File: config.mk
export PLATFORM = sky130hd
export DESIGN_NAME = spi_master_arbiter_flat
export DESIGN_NICKNAME = d
export VERILOG_FILES = /design/src/rtl/spi_arb_pkg.sv /design/src/rtl/spi_master_arbiter_if.sv /design/src/rtl/spi_arb_picker.sv /design/src/rtl/spi_master_arbiter.sv /design/src/flat_wrapper.sv
export SDC_FILE = /design/constraint.sdc
export NUM_CORES = 1
export LEC_CHECK = 0
export ABC_CLOCK_PERIOD_IN_PS = 1800
export CAP_MARGIN = 20
export CORE_AREA = 8 8 172 93
export CTS_CLUSTER_DIAMETER = 40
export DETAILED_ROUTE_END_ITERATION = 10
export DIE_AREA = 0 0 180 101
export GPL_ROUTABILITY_DRIVEN = 1
export PLACE_DENSITY = 0.85
export SYNTH_ARGS = -nofsm -noshare
export SYNTH_HDL_FRONTEND = slang
export SYNTH_HIERARCHICAL = 1
export SYNTH_SLANG_ARGS = --single-unit
File: constraint.sdc
create_clock -name clk -period 1.8 [get_ports clk]
set_input_delay 0.36 -clock clk [delete_from_list [all_inputs] [get_ports clk]]
set_output_delay 0.36 -clock clk [all_outputs]
set_load 0.1 [all_outputs]
File: src/rtl/spi_arb_pkg.sv
// Shared constants for the SPI master arbiter: FSM encoding, SPI word/divider widths,
// watchdog limit and a small modular-add helper used by the round-robin search.
package spi_arb_pkg;

  localparam int SPI_DW   = 32;
  localparam int SPI_DIVW = 8;
  localparam int WD_LIMIT = 4;

  typedef logic [2:0] arb_state_t;

  localparam arb_state_t IDLE      = 3'd0;
  localparam arb_state_t START     = 3'd1;
  localparam arb_state_t WAIT_BUSY = 3'd2;
  localparam arb_state_t XFER      = 3'd3;
  localparam arb_state_t DONE      = 3'd4;

  // (a + b) mod n for 0 <= a, b < n
  function automatic int wrap_add(input int a, input int b, input int n);
    int s;
    s = a + b;
    return (s >= n) ? s - n : s;
  endfunction

endpackage

File: src/rtl/spi_master_arbiter_if.sv
// Requester-side and SPI-master-side signals of the arbiter, bundled as one interface.
// The arbiter uses the slave modport; the surrounding logic/bench uses master.
interface spi_master_arbiter_if
  import spi_arb_pkg::*;
#(
  parameter int NREQ  = 4,
  parameter int IDX_W = 2
);

  logic [NREQ-1:0]          Req;
  logic [NREQ*SPI_DW-1:0]   ReqData;
  logic [NREQ*SPI_DIVW-1:0] ReqDiv;
  logic [NREQ-1:0]          Done;
  logic [SPI_DW-1:0]        RdData;
  logic [NREQ-1:0]          Sel;
  logic [IDX_W-1:0]         GntIdx;
  logic                     ArbBusy;
  logic [SPI_DIVW-1:0]      SpiClockDiv;
  logic                     SpiStart;
  logic [SPI_DW-1:0]        SpiDataIn;
  logic                     SpiBusy;
  logic [SPI_DW-1:0]        SpiDataOut;

  modport slave (
    input  Req, ReqData, ReqDiv, SpiBusy, SpiDataOut,
    output Done, RdData, Sel, GntIdx, ArbBusy, SpiClockDiv, SpiStart, SpiDataIn
  );

  modport master (
    output Req, ReqData, ReqDiv, SpiBusy, SpiDataOut,
    input  Done, RdData, Sel, GntIdx, ArbBusy, SpiClockDiv, SpiStart, SpiDataIn
  );

endinterface

File: src/rtl/spi_arb_picker.sv
// Combinational winner selection. Fixed priority (lowest index) by default;
// SPI_ARB_ROUND_ROBIN_EN rotates the search to start at ptr.
module spi_arb_picker
  import spi_arb_pkg::*;
#(
  parameter int NREQ  = 4,
  parameter int IDX_W = 2
) (
  input  logic [NREQ-1:0]  req,
  input  logic [IDX_W-1:0] ptr,
  output logic [IDX_W-1:0] win,
  output logic             valid
);

  logic [NREQ-1:0]  cand;
  logic [IDX_W-1:0] off;

  // Lowest set candidate bit wins
  always_comb begin
    off = '0;
    for (int k = NREQ - 1; k >= 0; k--) begin
      if (cand[k]) off = IDX_W'(k);
    end
  end

  assign valid = |cand;

`ifdef SPI_ARB_ROUND_ROBIN_EN
  // cand[k] is the request k positions after the pointer
  for (genvar gi = 0; gi < NREQ; gi++) begin : g_rot
    assign cand[gi] = req[IDX_W'(wrap_add(int'(ptr), gi, NREQ))];
  end
  assign win = IDX_W'(wrap_add(int'(ptr), int'(off), NREQ));
`else
  logic unused_ptr;
  assign unused_ptr = ^ptr;
  assign cand       = req;
  assign win        = off;
`endif

endmodule

File: src/rtl/spi_master_arbiter.sv
// Shares one 32-bit SPI master between NREQ requesters: grant, Start, track Busy, Done.
// Define SPI_ARB_ROUND_ROBIN_EN for round-robin arbitration instead of fixed priority.
module spi_master_arbiter
  import spi_arb_pkg::*;
#(
  parameter int NREQ  = 4,
  parameter int IDX_W = 2
) (
  input  logic                 clk,
  input  logic                 rstn,
  spi_master_arbiter_if.slave  bus
);

  localparam int WD_W = $clog2(WD_LIMIT);

  arb_state_t          state_reg;
  logic [IDX_W-1:0]    gnt_reg;
  logic [NREQ-1:0]     sel_reg;
  logic [NREQ-1:0]     done_reg;
  logic [SPI_DW-1:0]   rd_data_reg;
  logic [SPI_DW-1:0]   data_in_reg;
  logic [SPI_DIVW-1:0] div_reg;
  logic [WD_W-1:0]     wd_reg;
  logic [IDX_W-1:0]    ptr;
  logic [IDX_W-1:0]    win;
  logic                win_valid;
  logic                finish;

  spi_arb_picker #(
    .NREQ  (NREQ),
    .IDX_W (IDX_W)
  ) u_picker (
    .req   (bus.Req),
    .ptr   (ptr),
    .win   (win),
    .valid (win_valid)
  );

`ifdef SPI_ARB_ROUND_ROBIN_EN
  logic [IDX_W-1:0] ptr_reg;

  always_ff @(posedge clk or negedge rstn) begin
    if (!rstn) begin
      ptr_reg <= '0;
    end else if (state_reg == DONE) begin
      ptr_reg <= (int'(gnt_reg) == NREQ - 1) ? '0 : gnt_reg + 1'b1;
    end
  end

  assign ptr = ptr_reg;
`else
  assign ptr = '0;
`endif

  // Watchdog: WAIT_BUSY lasts at most WD_LIMIT-1 cycles, so DONE follows Start
  // by no more than WD_LIMIT cycles when the master never raises Busy.
  assign finish = ((state_reg == WAIT_BUSY) && !bus.SpiBusy && (wd_reg == WD_W'(WD_LIMIT - 2)))
               || ((state_reg == XFER) && !bus.SpiBusy);

  always_ff @(posedge clk or negedge rstn) begin
    if (!rstn) begin
      state_reg   <= IDLE;
      gnt_reg     <= '0;
      sel_reg     <= '0;
      done_reg    <= '0;
      rd_data_reg <= '0;
      data_in_reg <= '0;
      div_reg     <= '0;
      wd_reg      <= '0;
    end else begin
      // RdData and the Done bit are registered on entry to DONE so both are
      // visible together during the DONE cycle.
      if (finish) begin
        rd_data_reg <= bus.SpiDataOut;
        done_reg    <= sel_reg;
        state_reg   <= DONE;
      end

      case (state_reg)
        IDLE: begin
          if (win_valid && !bus.SpiBusy) begin
            gnt_reg     <= win;
            div_reg     <= bus.ReqDiv[int'(win)*SPI_DIVW +: SPI_DIVW];
            data_in_reg <= bus.ReqData[int'(win)*SPI_DW +: SPI_DW];
            sel_reg     <= {{(NREQ-1){1'b0}}, 1'b1} << win;
            state_reg   <= START;
          end
        end
        START: begin
          wd_reg    <= '0;
          state_reg <= WAIT_BUSY;
        end
        WAIT_BUSY: begin
          if (bus.SpiBusy) begin
            state_reg <= XFER;
          end else if (!finish) begin
            wd_reg <= wd_reg + 1'b1;
          end
        end
        XFER: begin
        end
        DONE: begin
          done_reg  <= '0;
          sel_reg   <= '0;
          state_reg <= IDLE;
        end
        default: state_reg <= IDLE;
      endcase
    end
  end

  assign bus.Done        = done_reg;
  assign bus.RdData      = rd_data_reg;
  assign bus.Sel         = sel_reg;
  assign bus.GntIdx      = gnt_reg;
  assign bus.ArbBusy     = (state_reg != IDLE);
  assign bus.SpiClockDiv = div_reg;
  assign bus.SpiStart    = (state_reg == START);
  assign bus.SpiDataIn   = data_in_reg;

endmodule

File: src/flat_wrapper.sv
// flat-port wrapper written by rule: the top's interface ports become plain ports
module spi_master_arbiter_flat import spi_arb_pkg::*;
#(
  parameter int NREQ  = 4,
  parameter int IDX_W = 2
)
  (clk, rstn, bus_Req, bus_ReqData, bus_ReqDiv, bus_SpiBusy, bus_SpiDataOut, bus_Done, bus_RdData, bus_Sel, bus_GntIdx, bus_ArbBusy, bus_SpiClockDiv, bus_SpiStart, bus_SpiDataIn);
  spi_master_arbiter_if #(.NREQ(NREQ), .IDX_W(IDX_W)) bus_i ();
  input  logic clk;
  input  logic rstn;
  input wire logic [$bits(bus_i.Req)-1:0] bus_Req;
  input wire logic [$bits(bus_i.ReqData)-1:0] bus_ReqData;
  input wire logic [$bits(bus_i.ReqDiv)-1:0] bus_ReqDiv;
  input wire logic [$bits(bus_i.SpiBusy)-1:0] bus_SpiBusy;
  input wire logic [$bits(bus_i.SpiDataOut)-1:0] bus_SpiDataOut;
  output wire logic [$bits(bus_i.Done)-1:0] bus_Done;
  output wire logic [$bits(bus_i.RdData)-1:0] bus_RdData;
  output wire logic [$bits(bus_i.Sel)-1:0] bus_Sel;
  output wire logic [$bits(bus_i.GntIdx)-1:0] bus_GntIdx;
  output wire logic [$bits(bus_i.ArbBusy)-1:0] bus_ArbBusy;
  output wire logic [$bits(bus_i.SpiClockDiv)-1:0] bus_SpiClockDiv;
  output wire logic [$bits(bus_i.SpiStart)-1:0] bus_SpiStart;
  output wire logic [$bits(bus_i.SpiDataIn)-1:0] bus_SpiDataIn;
  assign bus_i.Req = bus_Req;
  assign bus_i.ReqData = bus_ReqData;
  assign bus_i.ReqDiv = bus_ReqDiv;
  assign bus_i.SpiBusy = bus_SpiBusy;
  assign bus_i.SpiDataOut = bus_SpiDataOut;
  assign bus_Done = bus_i.Done;
  assign bus_RdData = bus_i.RdData;
  assign bus_Sel = bus_i.Sel;
  assign bus_GntIdx = bus_i.GntIdx;
  assign bus_ArbBusy = bus_i.ArbBusy;
  assign bus_SpiClockDiv = bus_i.SpiClockDiv;
  assign bus_SpiStart = bus_i.SpiStart;
  assign bus_SpiDataIn = bus_i.SpiDataIn;
  spi_master_arbiter #(.NREQ(NREQ), .IDX_W(IDX_W)) u_core (.clk(clk), .rstn(rstn), .bus(bus_i));
endmodule
# ---- Yosys cells after proc, flatten, opt, wreduce, memory -nomap -nowiden
# Cells that the tools add are included.
dict set report word_totals {
  reg_bits 87
  wordCells 50
  output_inout_bits 84
  in_bits 199
}
dict set report op_classes {
  n_reduce_logical 15
  muxes 15
  shifts 3
  eq_ne 8
  add_sub_neg 1
}
# op count
set ops {}
lappend ops {{$shiftx A128 B8 Y32} 1}
lappend ops {{$shiftx A32 B6 Y8} 1}
lappend ops {{$mux W2} 6}
lappend ops {{$mux W4} 3}
lappend ops {{$pmux W3 S4} 1}
lappend ops {{$mux W3} 3}
lappend ops {{$pmux W4 S2} 1}
lappend ops {{$eq A3 B2 Y1 const B} 2}
lappend ops {{$reduce_bool A2 Y1} 3}
lappend ops {{$logic_and A1 B1 Y1} 4}
lappend ops {{$ne A2 B2 Y1 const B} 2}
lappend ops {{$pmux W2 S2} 1}
lappend ops {{$reduce_and A2 Y1} 2}
lappend ops {{$reduce_or A4 Y1} 1}
lappend ops {{$shl A1 B2 Y4 const A} 1}
lappend ops {{$eq A3 B1 Y1 const B} 1}
lappend ops {{$eq A3 B3 Y1 const B} 1}
lappend ops {{$logic_not A3 Y1} 1}
lappend ops {{$reduce_and A3 Y1} 1}
lappend ops {{$reduce_bool A3 Y1} 1}
lappend ops {{$add A2 B1 Y2 const B} 1}
lappend ops {{$eq A2 B2 Y1 const B} 1}
lappend ops {{$ne A2 B1 Y1 const B} 1}
lappend ops {{$logic_not A1 Y1} 1}
lappend ops {{$logic_or A1 B1 Y1} 1}

# ---- Longest topological paths before layout
dict set report depth {
  depth_word 7
  depth_mapped 6
  depth_no_buf 5
}

# ---- By module
# Netlist, hierarchy kept.
# module instances area_per_inst_um2 seq_area_each_um2 cells_each
set by_module_without_submodules {}
lappend by_module_without_submodules {spi_master_arbiter 1 4460.5 2177.1 270}
lappend by_module_without_submodules {spi_arb_picker 1 35.0 0.0 7}

# ---- Worst setup path after synthesis
# Ideal clock, no wire load.
dict set report synth_path {
  path_kind {register to output}
  start {register u_core.state_reg[1]}
  end {output port bus_SpiStart}
  setup_slack_ps -1288
  path_stages_with_launch 3
  t_arrival_ps 2728
  cell_sequence {dfrtp_1 -> buf_2 -> nor3b_1}
}
dict set report synth_via {
  elab_chain_len 1
}
# element line
set synth_lines {}
lappend synth_lines {{start, declared} spi_master_arbiter.sv:16} ;# arb_state_t state_reg;
lappend synth_lines {{start signal, assigned} spi_master_arbiter.sv:62} ;# state_reg <= IDLE;
lappend synth_lines {{start signal, assigned} spi_master_arbiter.sv:76} ;# state_reg <= DONE;
lappend synth_lines {{start signal, assigned} spi_master_arbiter.sv:86} ;# state_reg <= START;
lappend synth_lines {{$eq A3 B1 Y1} spi_master_arbiter.sv:118} ;# assign bus.SpiStart = (state_reg == START);
lappend synth_lines {{end, declared} flat_wrapper.sv:22} ;# output wire logic [$bits(bus_i.SpiStart)-1:0] bus_SpiStart;
# No other way between the ends.

# ---- Worst setup path after layout
dict set report layout_path {
  start {register u_core.state_reg[1]}
  end {register u_core.data_in_reg[22], in the netlist u_core/bus.SpiDataIn[22]}
}
dict set report layout_via {
  elab_chain_len 2
}
# element line
set layout_lines {}
lappend layout_lines {{$logic_not A3 Y1} spi_master_arbiter.sv:79} ;# case (state_reg)
lappend layout_lines {{$reduce_and A2 Y1 (no line)} n/a}
lappend layout_lines {{end signal, assigned} spi_master_arbiter.sv:84} ;# data_in_reg <= bus.ReqData[int'(win)*SPI_DW +: SPI_DW];
lappend layout_lines {{end, declared} spi_master_arbiter.sv:21} ;# logic [SPI_DW-1:0] data_in_reg;
# No other way between the ends.
# A chain may end at the register's enable or synchronous reset.

==> impl_metrics.py <==
metrics = {
    "die": {
        "num_io_pins": 283,
        "core.rowCount": 31,
        "start_util": 0.3262,
        "die_y_microns": 101,
        "coreArea_sq_mm": 0.01377,
        "die-area_sq_mm": 0.01818,
        "dieWidth_microns": 180,
    },
    "sta": {
        "rsz0062_at_grt": "yes",
        "slew-limit-headroom": 0.7113,
        "fin_ws_ns": -0.08543,
        "slew_violations": 0,
        "finalCritPeriodShare": 1.047,
        "tightestPinTransition_ns": 0.4321,
        "hold_viol": 0,
        "finalClockSkew_ns": 0.004258,
        "finalSetupViolations": 81,
        "min_period_ns": 1.885,
        "clock.fmax_ghz": 0.5304,
        "holdWs_ns": 0.5204,
    },
    "clocking": {
        "cts_root_buf": "clkbuf_16",
        "clock_path_buffers": 2,
        "worstSkewPairLatency_ns": 0.33,
        "cts_tree": "yes",
        "numCtsBuffers": 9,
        "clk_pin_slew_ns": 0.06,
        "htree_num_levels": 3,
        "cts.sinks": 87,
    },
    "route": {
        "dr.first_iter.drc_count": 156,
        "routed_wirelength_mm": 16.57,
        "wl_per_cell_microns": 21.66,
        "route.detailed.vias_per_inst": 4.791,
        "drtAntennaViolNets": 0,
        "dr_total_vias": 3665,
        "drcViolationCount": 0,
        "drt_first_pass_iters": 4,
    },
    "critical_path": {
        "critPathBufInv": 1,
        "path_delay_family": "simple AND/OR/NAND/NOR gates",
        "r2r_setup_slack_ns": -0.09,
        "rr_endpoint": "u_core/bus.SpiDataIn[22]",
        "crit_cells": 4,
        "cp-end-kind": "flip-flop",
        "worst-setup-path-type": "reg2reg",
        "r2r-start": "u_core/state_reg[1]",
        "crit_path_cell_trace": "or3_4 -> or3b_4 -> buf_12 -> mux2_4",
        "reg2regPathDepth": 4,
        "crit_arrival_ns": 2.10,
        "endpoint": "u_core/bus.SpiDataIn[22]",
        "cp-start-kind": "flip-flop",
        "cpPeakStageDelay_ns": 0.46,
        "setup.worst_path.start": "u_core/state_reg[1]",
        "cp.required_ns": 2.01,
        "slowest_stage": "or3b_4",
        "cp_max_fo": 17,
    },
    "status": {
        "status": "finished with violations",
        "violations": "negative setup slack",
    },
    "synth": {
        "netlist_instances": 276,
        "yosysWarnings": 6,
        "avgSynthCellArea_sq_um": 16.27,
        "syn-num-nets": 476,
        "syn-cell-area_sq_mm": 0.004492,
    },
    "grt": {
        "grt_pass1_vias": 4435,
        "grtUsageTotal": 0.1820,
        "grt_max_degree": 48,
        "antenna_found_initial": 0,
        "grt-ovfl-total": 0,
        "grt_pass1_wl_mm": 25.52,
    },
    "placed_design": {
        "hpwlAfterDp_mm": 13.36,
        "io_buffers": 282,
        "routabilityCongestion": 0.7674,
    },
    "cells_and_area": {
        "areaGrowthSynthToFinish_pct": 100.5,
        "final_nets": 779,
        "layout-drive-gt1-share": 0.4401,
        "num_antenna_cells": 0,
    },
    "min_path": {
        "hp-class": "in2async",
    },
    "flow_run": {
        "drv_cap": 0,
    },
}
## final cells by class
cell class / instances / area, sq um
flip-flops and latches: 87 / 2177
clock buffers: 10 / 229.0
fillers: 964 / 4763
repair buffers: 312 / 4081
clock inverters: 6 / 77.57
well taps: 181 / 226.5
inverters: 3 / 11.26
multi-input cells: 166 / 2203
## cells in the final DEF (no fill, tap or decap), types with 2 or more instances in the layout
cell type	count
clkdlybuf4s50_1	193
or3b_2	2
mux4_2	40
dfrtp_1	87
mux2_4	25
dlygate4sd2_1	4
o21ai_0	4
a21oi_1	5
or2_2	2
inv_1	2
buf_12	91
nand2b_1	2
inv_8	2
nor2_1	4
o22ai_1	2
nand2_1	7
clkbuf_16	9
mux2i_1	4
mux2_2	50
buf_16	4
nand3_1	4
buf_6	6
buf_4	12
## metal layers
layer / wire (microns) / vias up / GRT usage
li1: - / 1657 / -
met4: 107 / 0 / 0.02992
met1: 6448 / 1830 / 0.2025
met3: 1079 / 10 / 0.05576
met2: 8934 / 168 / 0.3453
met5: 0 / - / 0
## through the flow
step | setup TNS [ns] | worst slack, ns | util | instances | cell area (sq um)
finish | -3.487 | -0.08543 | 0.6541 | 765 | 9006
global route | -7.082 | -0.1349 | 0.6541 | 765 | 9006
CTS | -3.263 | -0.09333 | 0.6538 | 765 | 9002
detailed placement | -38.95 | -0.6269 | 0.6156 | 738 | 8477
global placement | -35.54 | -0.5623 | 0.6156 | 738 | 8477
floorplan | -11.53 | -0.3129 | - | 276 | 4509
## worst register-to-register path, stage by stage (launching register included)
cell	delay, ns
dfrtp_1	0.39
or3_4	0.41
or3b_4	0.46
buf_12	0.20
mux2_4	0.31
## timing repair
action	4_1_cts	5_1_grt
endpoints found under the hold margin	28	0
setup buffers	5	0
hold buffers	1	0
gates cloned	5	0
pin swaps	4	0
resized for setup	23	1
endpoints found under the setup margin	81	81
## how the worst min path moves through the flow
stage	to	slack (ns)
floorplan	u_core/bus.Done[0]	0.06
CTS	u_core/bus.RdData[19]	0.52
global placement	u_core/bus.RdData[16]	0.31
finish	u_core/bus.RdData[21]	0.52
detailed placement	u_core/bus.RdData[19]	0.32
global route	u_core/bus.RdData[21]	0.55
Power is not shown: default switching activity piles up to over one toggle a cycle in this logic, so the estimate is an artifact.
